### src/rtl/fm_ch_attr_db.sv
// Double-buffered FM channel attribute store.
// The CPU edits a shadow bank; dirty channels are copied into the active bank
// in one sweep that starts on the first frame_start after a commit request, so a
// multi-channel update reaches the operator sequencer atomically.
//
// state | meaning
// CLEAR | zero both banks, one channel per cycle (after reset)
// IDLE  | bus writes accepted, no commit outstanding
// WAIT  | commit requested, waiting for frame_start
// COPY  | dirty shadow -> active, one channel per cycle
module fm_ch_attr_db #(
  parameter int NUM_CH  = 32,
  parameter int CH_BITS = 5,
  parameter int DATA_W  = 23
) (
  input  logic               clk,
  input  logic               reset_n,
  input  logic [CH_BITS-1:0] addr,
  input  logic [31:0]        wrdata,
  input  logic               wren,
  output logic [31:0]        rddata,
  input  logic               commit_req,
  input  logic               frame_start,
  output logic               busy,
  output logic               pending,
  output logic               commit_done,
  output logic               wr_drop,
  input  logic [CH_BITS-1:0] ch_sel,
  output logic [DATA_W-1:0]  ch_attr
);

  typedef enum logic [1:0] {
    S_CLEAR = 2'd0,
    S_IDLE  = 2'd1,
    S_WAIT  = 2'd2,
    S_COPY  = 2'd3
  } state_t;

  localparam logic [CH_BITS-1:0] IDX_LAST = CH_BITS'(NUM_CH - 1);

  state_t              state;
  logic [CH_BITS-1:0]  idx;
  logic [NUM_CH-1:0]   dirty;
  logic [DATA_W-1:0]   shadow [NUM_CH];
  logic [DATA_W-1:0]   active [NUM_CH];

  logic wr_ok;
  logic copy_en;
  logic idx_last;
  logic unused_wrdata_hi;

  assign busy     = (state == S_CLEAR) || (state == S_COPY);
  assign wr_ok    = wren && !busy;
  assign copy_en  = (state == S_COPY) && dirty[idx];
  assign idx_last = (idx == IDX_LAST);
  assign rddata   = {{(32-DATA_W){1'b0}}, shadow[addr]};
  assign unused_wrdata_hi = ^wrdata[31:DATA_W];

  // Sequencer FSM: sweep index, commit bookkeeping and sticky drop flag.
  always_ff @(posedge clk or negedge reset_n) begin
    if (!reset_n) begin
      state       <= S_CLEAR;
      idx         <= '0;
      pending     <= 1'b0;
      commit_done <= 1'b0;
      wr_drop     <= 1'b0;
    end else begin
      commit_done <= 1'b0;
      if (wren && busy) wr_drop <= 1'b1;
      case (state)
        S_CLEAR: begin
          if (commit_req) pending <= 1'b1;
          idx <= idx + CH_BITS'(1);
          // a commit raised during the clear sweep is honoured, not lost
          if (idx_last) state <= (pending || commit_req) ? S_WAIT : S_IDLE;
        end
        S_IDLE: begin
          if (commit_req) begin
            pending <= 1'b1;
            wr_drop <= 1'b0;
            state   <= S_WAIT;
          end
        end
        S_WAIT: begin
          if (frame_start) begin
            idx     <= '0;
            pending <= 1'b0;
            state   <= S_COPY;
          end
        end
        S_COPY: begin
          if (commit_req) pending <= 1'b1;
          idx <= idx + CH_BITS'(1);
          if (idx_last) begin
            commit_done <= 1'b1;
            state       <= (pending || commit_req) ? S_WAIT : S_IDLE;
          end
        end
        default: state <= S_CLEAR;
      endcase
    end
  end

  // Dirty tracking: set by accepted bus writes, cleared as COPY transfers a channel.
  always_ff @(posedge clk or negedge reset_n) begin
    if (!reset_n) begin
      dirty <= '0;
    end else begin
      if (wr_ok)   dirty[addr] <= 1'b1;
      if (copy_en) dirty[idx]  <= 1'b0;
    end
  end

  // Bank storage: no reset so the banks map onto distributed RAM; CLEAR zeroes them.
  always_ff @(posedge clk) begin
    if (state == S_CLEAR) begin
      shadow[idx] <= '0;
      active[idx] <= '0;
    end else begin
      if (wr_ok)   shadow[addr] <= wrdata[DATA_W-1:0];
      if (copy_en) active[idx]  <= shadow[idx];
    end
  end

  // Synth read port: one-cycle registered read of the active bank.
  always_ff @(posedge clk or negedge reset_n) begin
    if (!reset_n) ch_attr <= '0;
    else          ch_attr <= active[ch_sel];
  end

endmodule

### config.mk
export PLATFORM = sky130hd
export DESIGN_NAME = fm_ch_attr_db
export DESIGN_NICKNAME = d
export VERILOG_FILES = /design/src/rtl/fm_ch_attr_db.sv
export SDC_FILE = /design/constraint.sdc
export NUM_CORES = 1
export LEC_CHECK = 0
export CAP_MARGIN = 20
export CORE_AREA = 2 2 381 383
export DETAILED_ROUTE_END_ITERATION = 10
export DIE_AREA = 0 0 383 385
export GPL_ROUTABILITY_DRIVEN = 0
export MAX_ROUTING_LAYER = met4
export SYNTH_ARGS = -nofsm -noshare
export SYNTH_HDL_FRONTEND = slang
export SYNTH_SLANG_ARGS = --single-unit
### constraint.sdc
create_clock -name clk -period 6.6 [get_ports clk]
set_clock_uncertainty 0.15 [all_clocks]
set_input_delay 0.99 -clock clk [delete_from_list [all_inputs] [get_ports clk]]
set_output_delay 0.99 -clock clk [all_outputs]
set_load 0.05 [all_outputs]
# Yosys cells after proc, flatten, opt, wreduce, memory -nomap -nowiden
# Memories as Yosys holds them, arrays and structs flattened. A register that Yosys moved wholly into a read port is not among the register bits.
# Index checks and enable logic that the tools add are counted.
# W data, S select, Z words.
# totals
register_bits	42
mem_bits_rw	1472
input_bits	47
out_inout_bits	59
wordCells	77
n_memories	2
# op_classes
addsub	1
magnitude_cmp	4
n_eq_ne	8
mux	35
bitwise	4
n_reduce_logical	17
# memory_table
memory	depth	word_bits	read_ports	rd_ports_with_merged_regs	write_ports	line_no	source
active	32	23	1	1	1	45	logic [DATA_W-1:0] active [NUM_CH];
shadow	32	23	2	0	1	44	logic [DATA_W-1:0] shadow [NUM_CH];
# ops
cell	count
$mux W32	2
$mux W23	2
$and A32 B32 Y32	1
$not A32 Y32	1
$or A32 B32 Y32	1
$reduce_or A23 Y1	1
$mux W1	19
$lt A5 B6 Y1 const B	2
$demux W1 S5	2
$ge A5 B1 Y1 const B	2
$mux W5	2
$pmux W5 S2	1
$mux W2	4
$pmux W2 S3	1
$add A5 B1 Y5 const B	1
$bmux W1 S5	1
$eq A5 B5 Y1 const B	1
$logic_and A1 B1 Y1	5
$eq A2 B2 Y1 const B	2
$ne A2 B1 Y1 const B	2
$ne A2 B2 Y1 const B	2
$reduce_and A2 Y1	2
$reduce_and A3 Y1	1
$reduce_or A3 Y1	1
other kinds (8)	10

# Depth between registers and ports, before layout
# Gate-level depths: netlist (run 1).
# logic_depth
ltp_word	9
ltp_mapped	11

# Worst setup path before layout (run 1)
# OpenSTA, ideal clock, no wires.
# synth_path
path_type	in2out
from	input port addr[0]
to	output port rddata[0]
arrival_ns	2.931
setup_slack_ns	2.529
path_stages	5
n_path_buf	2
cell_sequence	buf_2 -> buf_1 -> mux4_2 -> a22oi_1 -> nand4_1
# synth_between
elab_chain_len	1
# synth_rtl
item	line_no	source
from (decl)	18	input logic [CH_BITS-1:0] addr,
$mem_v2 Z32 W23	n/a	
to (decl)	21	output logic [31:0] rddata,
# No other way between the ends.

# Final worst setup path (run 1)
# layout_path
from	input port addr[3]
to	output port rddata[7]
# Same word-level chain as after synthesis.

==> results of run 1 <==
-- synthesized netlist by cell type, types with 2 or more instances --
cell type and n:
ha_1 10, a21oi_1 40, a22o_1 3, nand3b_1 3, buf_6 8, buf_4 52
or3_1 5, or3b_1 2, nor3b_1 2, o22ai_1 95, nor3_2 6, nor2_1 52
clkbuf_1 80, or4_1 22, buf_8 2, a41oi_1 2, dfrtp_1 65, o31ai_1 2
nand3_1 7, nand2_1 13, a31oi_1 34, clkbuf_4 3, and2_1 28, mux4_2 599
o21ai_1 3, edfxtp_1 1472, a22oi_1 94, buf_1 31, buf_2 35, o21ai_0 9
mux2_2 24, nand2b_1 7, nand4_1 24, mux2i_1 15, nor3_1 56, inv_1 11
-- worst max-delay path, cell delays in order --
cell and delay (ns):
clkdlybuf4s50_1 0.75, inv_1 0.28, nor2_4 0.57, buf_4 0.32, a22oi_1 0.12, nand4_1 0.33
clkdlybuf4s50_1 0.88
-- final timing paths --
kind	from	cells past startpoint	slack [ns]	end
max	addr[3]	7	1.19	rddata[7]
min	reset_n	1	0.04	ch_attr[2]
max reg2reg	state[1]	9	2.28	shadow[4][10]
min reg2reg	dirty[17]	2	0.40	dirty[17]
max in group asynchronous	reset_n	2	5.67	idx[1]
min in group clk	dirty[17]	2	0.40	dirty[17]
-- metrics by stage --
stage           util  setup WS (ns)  std cells  area, um^2
2_1_floorplan      -           2.53       2941       64300
3_3_place_gp   0.477           1.27       4862       68300
3_5_place_dp   0.477           1.26       4862       68300
4_1_cts        0.514           1.24       5148       73500
5_1_grt        0.515           1.17       5155       73600
6_report       0.515           1.19       5157       73700
-- area by class of cell --
cell class / count / area, um^2
inverters: 11 / 41.3
repair buffers: 235 / 2240
multi-input cells: 1182 / 17900
clock inverters: 91 / 988
fillers: 11000 / 69500
flip-flops and latches: 1537 / 45800
well taps: 1903 / 2380
clock buffers: 195 / 4230
diodes: 3 / 7.51
-- metal layers --
| layer | global-route usage | routed length [um] |
|---|---|---|
| met5 | - | 0 |
| met4 | 0.0932 | 6810 |
| met3 | 0.0437 | 14300 |
| met2 | 0.407 | 90100 |
| met1 | 0.325 | 68000 |
-- registers in the layout, summed over array words and instances (netlist names) --
signal / cells
ch_attr: 23
active: 736
wr_drop: 1
idx: 5
dirty: 32
shadow: 736
pending: 1
state: 2
commit_done: 1
-- cell families after synthesis --
logic type               Yosys count
multiplexers                     638
buffers and inverters            222
other                              1
adder cells (fa/ha/maj)           10
AO/OA/AOI/OAI                    293
AND/OR/NAND/NOR                  232
flip-flops                      1537
-- power by group --
part | switching, mW | internal (mW)
sequential | 0.347 | 12.1
clock | 3.78 | 5.17
combinational | 3.71 | 2.10
==> impl_metrics.py, run 1 <==
metrics = {
    "outcome": {
        "outcome": "finished clean",
    },
    "timing": {
        "grt_setup_unrepaired": "no",
        "whs_ns": 0.0397,
        "finalCriticalPeriod_ns": 5.41,
        "tightest_slew_ns": 1.17,
        "finalSetupViolCount": 0,
        "relSlewSlack": 0.216,
        "post-route-period-util": 0.820,
        "final.setup.tns_ns": 0,
        "fmaxAchievable_mhz": 185,
        "hold_viol_final": 0,
        "drv_slew": 0,
    },
    "global_routing": {
        "antenna_found_initial": 2,
        "grt_pass1_vias": 34200,
        "gr-usage-all-layers": 0.253,
        "overflow": 0,
        "grt_max_degree": 121,
        "grt_pass1_wl_um": 253000,
    },
    "synth": {
        "synth_ff_type": "edfxtp_1",
        "synthXorXnorAreaFrac": 0,
        "ys_seq_area_frac": 0.713,
        "synthDistinctLibCells": 53,
        "synth_fa_ha_area_frac": 0.00195,
        "synth_top_area_share": 0.688,
        "synth-edff-count": 1472,
        "postSynthCellCount": 2933,
        "ys_seq_elements": 1537,
        "synth.area.top_cells": "edfxtp_1 69%, mux4_2 21%, dfrtp_1 2.5%, a22oi_1 1.1%, o22ai_1 0.92%",
        "synth_top_family_by_area": "multiplexers",
        "yosysTopAreaCell": "edfxtp_1",
        "synth-simple-area-share": 0.0199,
        "synth.avg_cell_area_um2": 21.9,
        "async_flop_share": 0.0423,
        "synth_area_um2": 64300,
        "muxShareOfSynthArea": 0.216,
        "yosys_warnings": 0,
        "synth_compound_area_frac": 0.0303,
    },
    "route": {
        "via_count": 33500,
        "wl_per_cell_um": 34.8,
        "vias_per_cell": 6.49,
        "finalWirelength_um": 179000,
        "drt_iter0_markers": 4388,
        "dr.pass1.iters": 5,
        "ant_nets": 0,
        "drc": 0,
    },
    "floorplanning": {
        "die_w_um": 383,
        "core.rowCount": 139,
        "core_um2": 143000,
        "ios": 106,
        "dieArea_um2": 147000,
        "start_util": 0.449,
        "chipHeight_um": 385,
    },
    "critical_path": {
        "path_max_fanout": 10,
        "crit_type": "primary input to output pin",
        "critPathArrivalTime_ns": 4.27,
        "endpoint_kind": "output pin",
        "cp-start-kind": "primary input",
        "worstPathRequired_ns": 5.46,
    },
    "layout": {
        "layout_commonest_cell": "edfxtp_1",
        "drive_above_1_share": 0.341,
        "nNetsFinal": 3184,
        "final_cell_mix": "1472 x edfxtp_1, 599 x mux4_2, 162 x clkbuf_16",
        "syn2layout_area_growth_pct": 14.6,
    },
    "placement": {
        "port_buffers": 87,
        "dp_hpwl_um": 98100,
    },
    "cts": {
        "htreeDepth": 4,
        "cts_tree": "yes",
        "ctsHoldBuffers": 0,
        "clk_pin_slew_ns": 0.06,
        "clockBufferDepth": 3,
        "postCtsSetupRepairBufs": 0,
        "clock_sinks": 1537,
        "clock_latency_ns": 0.80,
        "numCtsBuffers": 160,
        "clock-root-buffer": "clkbuf_16",
        "ctsResizeCount": 0,
    },
    "pwr": {
        "max-vdd-ir-drop_uv": 262,
        "cellPowerDensity_nw_per_um2": 369,
        "total_power_mw": 27.2,
        "leakage_nw": 23.1,
    },
    "run": {
        "maxCapViolations": 0,
    },
    "min_path": {
        "min-delay-path-class": "primary input to async pin",
    },
}
(Power assumes the default switching activity.)
==> inputs of run 2 (changes only) <==
Clock period 6.6 ns to 5.3 ns, I/O delays scaled along.
==> impl_metrics.py, run 2 (synthesis results as in run 1) <==
metrics = {
    "critical_path": {
        "path_max_fanout": 15,
        "cp_cell_sequence": "clkdlybuf4s50_1 -> inv_1 -> nor2_4 -> a22oi_1 -> nand4_1 -> clkdlybuf4s50_1",
        "crit_type": "primary input to output pin",
        "cp-start-kind": "primary input",
        "rr_startpoint": "idx[2]",
        "cp_slowest_cell": "clkdlybuf4s50_1",
        "cpPeakStageDelay_ns": 0.84,
        "worstPathRequired_ns": 4.36,
        "startpoint": "addr[3]",
        "cp_num_buf_inv": 3,
        "critPathArrivalTime_ns": 3.93,
        "crit_path_frequent_cell": "clkdlybuf4s50_1",
        "timing.rr.end": "active[0][17]",
        "ff2ff_path_depth": 5,
        "ff2ff_setup_slack_ns": 1.10,
        "cp_top_family": "buffers and inverters",
        "endpoint_kind": "output pin",
    },
    "placement": {
        "dp_worst_setup_slack_ns": 0.482,
        "dp_hpwl_um": 102000,
        "port_buffers": 87,
        "post_dp_cell_area_um2": 68600,
    },
    "pwr": {
        "intPower_mw": 23.7,
        "power_switching_mw": 9.86,
        "pwr-share-seq": 0.461,
        "max-vdd-ir-drop_uv": 305,
        "sw_frac_of_total": 0.294,
        "leakage_nw": 23.1,
        "clkPwrFrac": 0.319,
        "cellPowerDensity_nw_per_um2": 455,
        "pwr-share-comb": 0.220,
    },
    "global_routing": {
        "antenna_found_initial": 1,
        "grt_pass1_vias": 34300,
        "gr-usage-all-layers": 0.255,
        "grt_pass1_wl_um": 255000,
        "overflow": 0,
        "grt_max_degree": 99,
    },
    "layout": {
        "final_cell_mix": "1472 x edfxtp_1, 599 x mux4_2, 162 x clkbuf_16",
        "seq_area_um2": 45800,
        "drive_above_1_share": 0.348,
        "fillers": 11100,
        "syn2layout_area_growth_pct": 14.7,
        "nNetsFinal": 3203,
        "reg.largest.list": "active (736), shadow (736), dirty (32)",
        "postLayoutCellArea_um2": 73700,
        "multi_input_area_um2": 17900,
        "layout_commonest_cell": "edfxtp_1",
    },
    "route": {
        "via_count": 33600,
        "ant_nets": 0,
        "finalWirelength_um": 181000,
        "drc": 0,
        "wl_per_cell_um": 34.9,
        "vias_per_cell": 6.49,
        "dr.pass1.iters": 5,
        "drt_iter0_markers": 4037,
    },
    "floorplanning": {
        "core_um2": 143000,
        "dieArea_um2": 147000,
        "chipHeight_um": 385,
        "ios": 106,
        "core.rowCount": 139,
        "die_w_um": 383,
        "start_util": 0.449,
    },
    "cts": {
        "cts_tree": "yes",
        "ctsResizeCount": 0,
        "clockBufferDepth": 3,
        "clock-root-buffer": "clkbuf_16",
        "numCtsBuffers": 159,
        "htreeDepth": 4,
        "clock_latency_ns": 0.81,
        "clock_sinks": 1537,
        "clk_pin_slew_ns": 0.06,
    },
    "timing": {
        "fmaxAchievable_mhz": 205,
        "whs_ns": 0.377,
        "final.setup.tns_ns": 0,
        "drv_slew": 0,
        "grt_setup_unrepaired": "no",
        "setup_ws_ns": 0.429,
        "tightest_slew_ns": 1.06,
        "post-route-period-util": 0.919,
        "relSlewSlack": 0.293,
        "finalCriticalPeriod_ns": 4.87,
        "hold_viol_final": 0,
        "finalSetupViolCount": 0,
    },
    "min_path": {
        "min-delay-path-class": "primary input to async pin",
    },
    "outcome": {
        "outcome": "finished clean",
    },
    "run": {
        "maxCapViolations": 0,
    },
}
## run 2: changes by cell type in the layout (fill, tap and decap cells not counted), sizes merged
cell	delta
bufinv	-9
clkinv	-7
clkbuf	+19
buf	+36
dlygate4sd3	+1
clkdlybuf4s50	-19
inv	+5
diode	-2
## run 2: area by class of cell
type	count	share of cell area
tap	1903	0.0323
inverter	11	0.000560
sequential	1537	0.622
timing repair buffer	255	0.0345
multi-input combinational	1182	0.243
clock inverter	80	0.00992
antenna	1	0.0000340
clock buffer	212	0.0574
## run 2: timing repair
action / in CTS / in global routing
buffers inserted: 0 / 0
endpoints found under the hold margin: 0 / 23
hold buffers: 0 / 1
## run 2: worst max-delay path by stage
| stage | to | slack, ns | cells after the start |
|---|---|---|---|
| final | rddata[19] | 0.43 | 6 |
| after global routing | rddata[19] | 0.44 | 6 |
| after CTS | rddata[19] | 0.47 | 6 |
| after detailed placement | rddata[19] | 0.48 | 6 |
| after global placement | rddata[19] | 0.49 | 6 |
| after floorplan | active[12][0] | 1.38 | 10 |
## run 2: power by group through the flow
stage	logic (mW)	registers (mW)	clock network [mW]
global placement	7.11	15.6	0
floorplan	4.65	15.6	0
detailed placement	7.31	15.7	0
finish	7.38	15.4	10.7
global route	7.78	15.5	11.3
CTS	7.33	15.4	10.9
## run 2: layer usage
metal,global-route usage,vias up,wire [um]
met4,0.0930,0,7000
met5,-,-,0
li1,-,13300,-
met3,0.0422,396,14200
met2,0.416,1757,91300
met1,0.326,18200,68300
## run 2: per-stage QoR
step                 util  cells  power, mW
floorplan               -   2941       20.2
global placement    0.479   4877       22.7
detailed placement  0.479   4880       23.0
CTS                 0.514   5172       33.6
global route        0.515   5180       34.6
finish              0.515   5181       33.5
==> edit: new RTL, config.mk and constraints of run 1 <==
Make the reset (`reset_n`) synchronous in 3 clocked blocks.
--- a/src/rtl/fm_ch_attr_db.sv
+++ b/src/rtl/fm_ch_attr_db.sv
@@ -57,7 +57,7 @@
   assign unused_wrdata_hi = ^wrdata[31:DATA_W];
 
   // Sequencer FSM: sweep index, commit bookkeeping and sticky drop flag.
-  always_ff @(posedge clk or negedge reset_n) begin
+  always_ff @(posedge clk) begin
     if (!reset_n) begin
       state       <= S_CLEAR;
       idx         <= '0;
@@ -102,7 +102,7 @@
   end
 
   // Dirty tracking: set by accepted bus writes, cleared as COPY transfers a channel.
-  always_ff @(posedge clk or negedge reset_n) begin
+  always_ff @(posedge clk) begin
     if (!reset_n) begin
       dirty <= '0;
     end else begin
@@ -123,7 +123,7 @@
   end
 
   // Synth read port: one-cycle registered read of the active bank.
-  always_ff @(posedge clk or negedge reset_n) begin
+  always_ff @(posedge clk) begin
     if (!reset_n) ch_attr <= '0;
     else          ch_attr <= active[ch_sel];
   end
Function: not settled (the Yosys comparison gave no result); the edit may change what the design does.
==> edit against run 1 <==
  * Power fell by 13%
  * Cell area grew 0.53%
  * Synthesized area increased by 0.51%
  * Maximum frequency is 0.66% lower
  * Worst setup slack lost 0.036 ns
  * Wire length rose by 2.6%
  * Sequential cell count rose by 5
  * Combinational power decreased by 41%
  * Final cell count grew 4.0%
  * Largest cell class unchanged
==> edit: results (changes against run 1) <==
* Pwr per Cell Area at 318 nW/um2 (-14%)
* DR WL/cell at 34.3 um (-1.3%)
* FFs w/ async S/R, synth at 0 (-0.0423)
* Switching share of power at 0.263 (-0.0255)
* Cell count after placement at 5068 (+4.2%)
* Max VDD drop at 0.251 mV (-3.8%)
* Worst-margin pin slew at 1.24 ns (+0.0638 ns)
* Wire length of the first global-routing pass at 260000 um (+2.8%)
* Combinational group power at 3.43 mW (-41%)
* LEAKAGE at 22.0 nW (-4.8%)
* Switching power total at 6.19 mW (-21%)
* Post-Route M1 WL at 70200 um (+3.2%)
* Met3 wire length at 15200 um (+6.1%)
* DR iter-0 viols at 4477 (+2.0%)
* Portion of total power attributed to sequential cells at 0.486 (+0.029)
* Top cells by area, synth: sky130_fd_sc_hd__edfxtp_1 (68%), sky130_fd_sc_hd__mux4_2 (19%), sky130_fd_sc_hd__dfxtp_1 (2.2%), sky130_fd_sc_hd__mux2i_1 (1.9%), sky130_fd_sc_hd__a22oi_1 (1.3%)
* Proportion of synthesized chip area in sequential cells at 0.706 (-0.00713)
* Grt met1 use at 0.326 (+0.000937)
* Worst stage delay on the critical path at 1.00 ns (+0.12 ns)
* Global routing usage on met2 at 0.417 (+0.0103)
* Master of the slowest instance on the critical path: sky130_fd_sc_hd__and3_2
* Clock latency reported for the late side of the worst-skew pair at 0.80 ns (about the same)
* Period utilisation layout at 0.826 (+0.00546)
* Commonest cells in the netlist: sky130_fd_sc_hd__edfxtp_1 (1472), sky130_fd_sc_hd__mux4_2 (533), sky130_fd_sc_hd__clkbuf_1 (131)
* Pre-CTS setup slack at 1.24 ns (-0.0178 ns)
* Status: complete, no violations
* Worst hold slack at 0.340 ns (+0.301 ns)
* Vias per Instance at 6.54 (+0.63%)
* Vias in the first global route at 35700 (+4.4%)
* Share of final-layout standard cells stronger than drive strength 1 at 0.296 (-0.0449)
* Maximum number of pins on one net before global-route repair at 109 (-9.9%)
* Total placed instance area at 68900 um2 (+0.89%)
* Fin nets at 3390 (+6.5%)
* Min-delay worst type: reg -> reg
* Vias after detailed routing at 35000 (+4.6%)
* Critical Path AT at 4.31 ns (+0.04 ns)
* Post-DP HPWL at 101000 um (+3.4%)
* Reg-to-reg slack, setup at 2.08 ns (-0.20 ns)
* Maximum fanout count along the critical path at 20 (+10)
* TritonRoute pass-1 iters at 6 (+1)
* FILL cells at 11100 (+1.0%)
* Number of instances in the synthesized netlist at 3174 (+8.2%)
* Amount of wire on met2 after detailed routing at 91900 um (+2.0%)
-- edit: layout make-up --
cell class | count | area share
inverter | 9 | 0.000456
timing repair buffer | 226 | 0.0314
clock inverter | 83 | 0.00975
antenna | 1 | 0.0000338
tap | 1903 | 0.0322
multi-input combinational | 1394 | 0.253
clock buffer | 203 | 0.0576
sequential | 1542 | 0.616
-- edit: final timing paths --
path	from	end	depth (start not counted)
min	wr_drop	wr_drop	2
min reg2reg	wr_drop	wr_drop	2
max	addr[3]	rddata[4]	5
max reg2reg	idx[4]	active[9][19]	5
-- edit: kinds of logic (layout without fill, tap and decap cells) --
family / count (synthesis) / after routing / share of synthesized area
AND/OR/NAND/NOR: 313 / 313 / 0.0247
adder cells (fa/ha/maj): 10 / 10 / 0.00194
multiplexers: 661 / 661 / 0.206
AO/OA/AOI/OAI: 401 / 401 / 0.0447
flip-flops: 1542 / 1542 / 0.706
other: 1 / 10 / 0.0000581
buffers and inverters: 246 / 521 / 0.0167
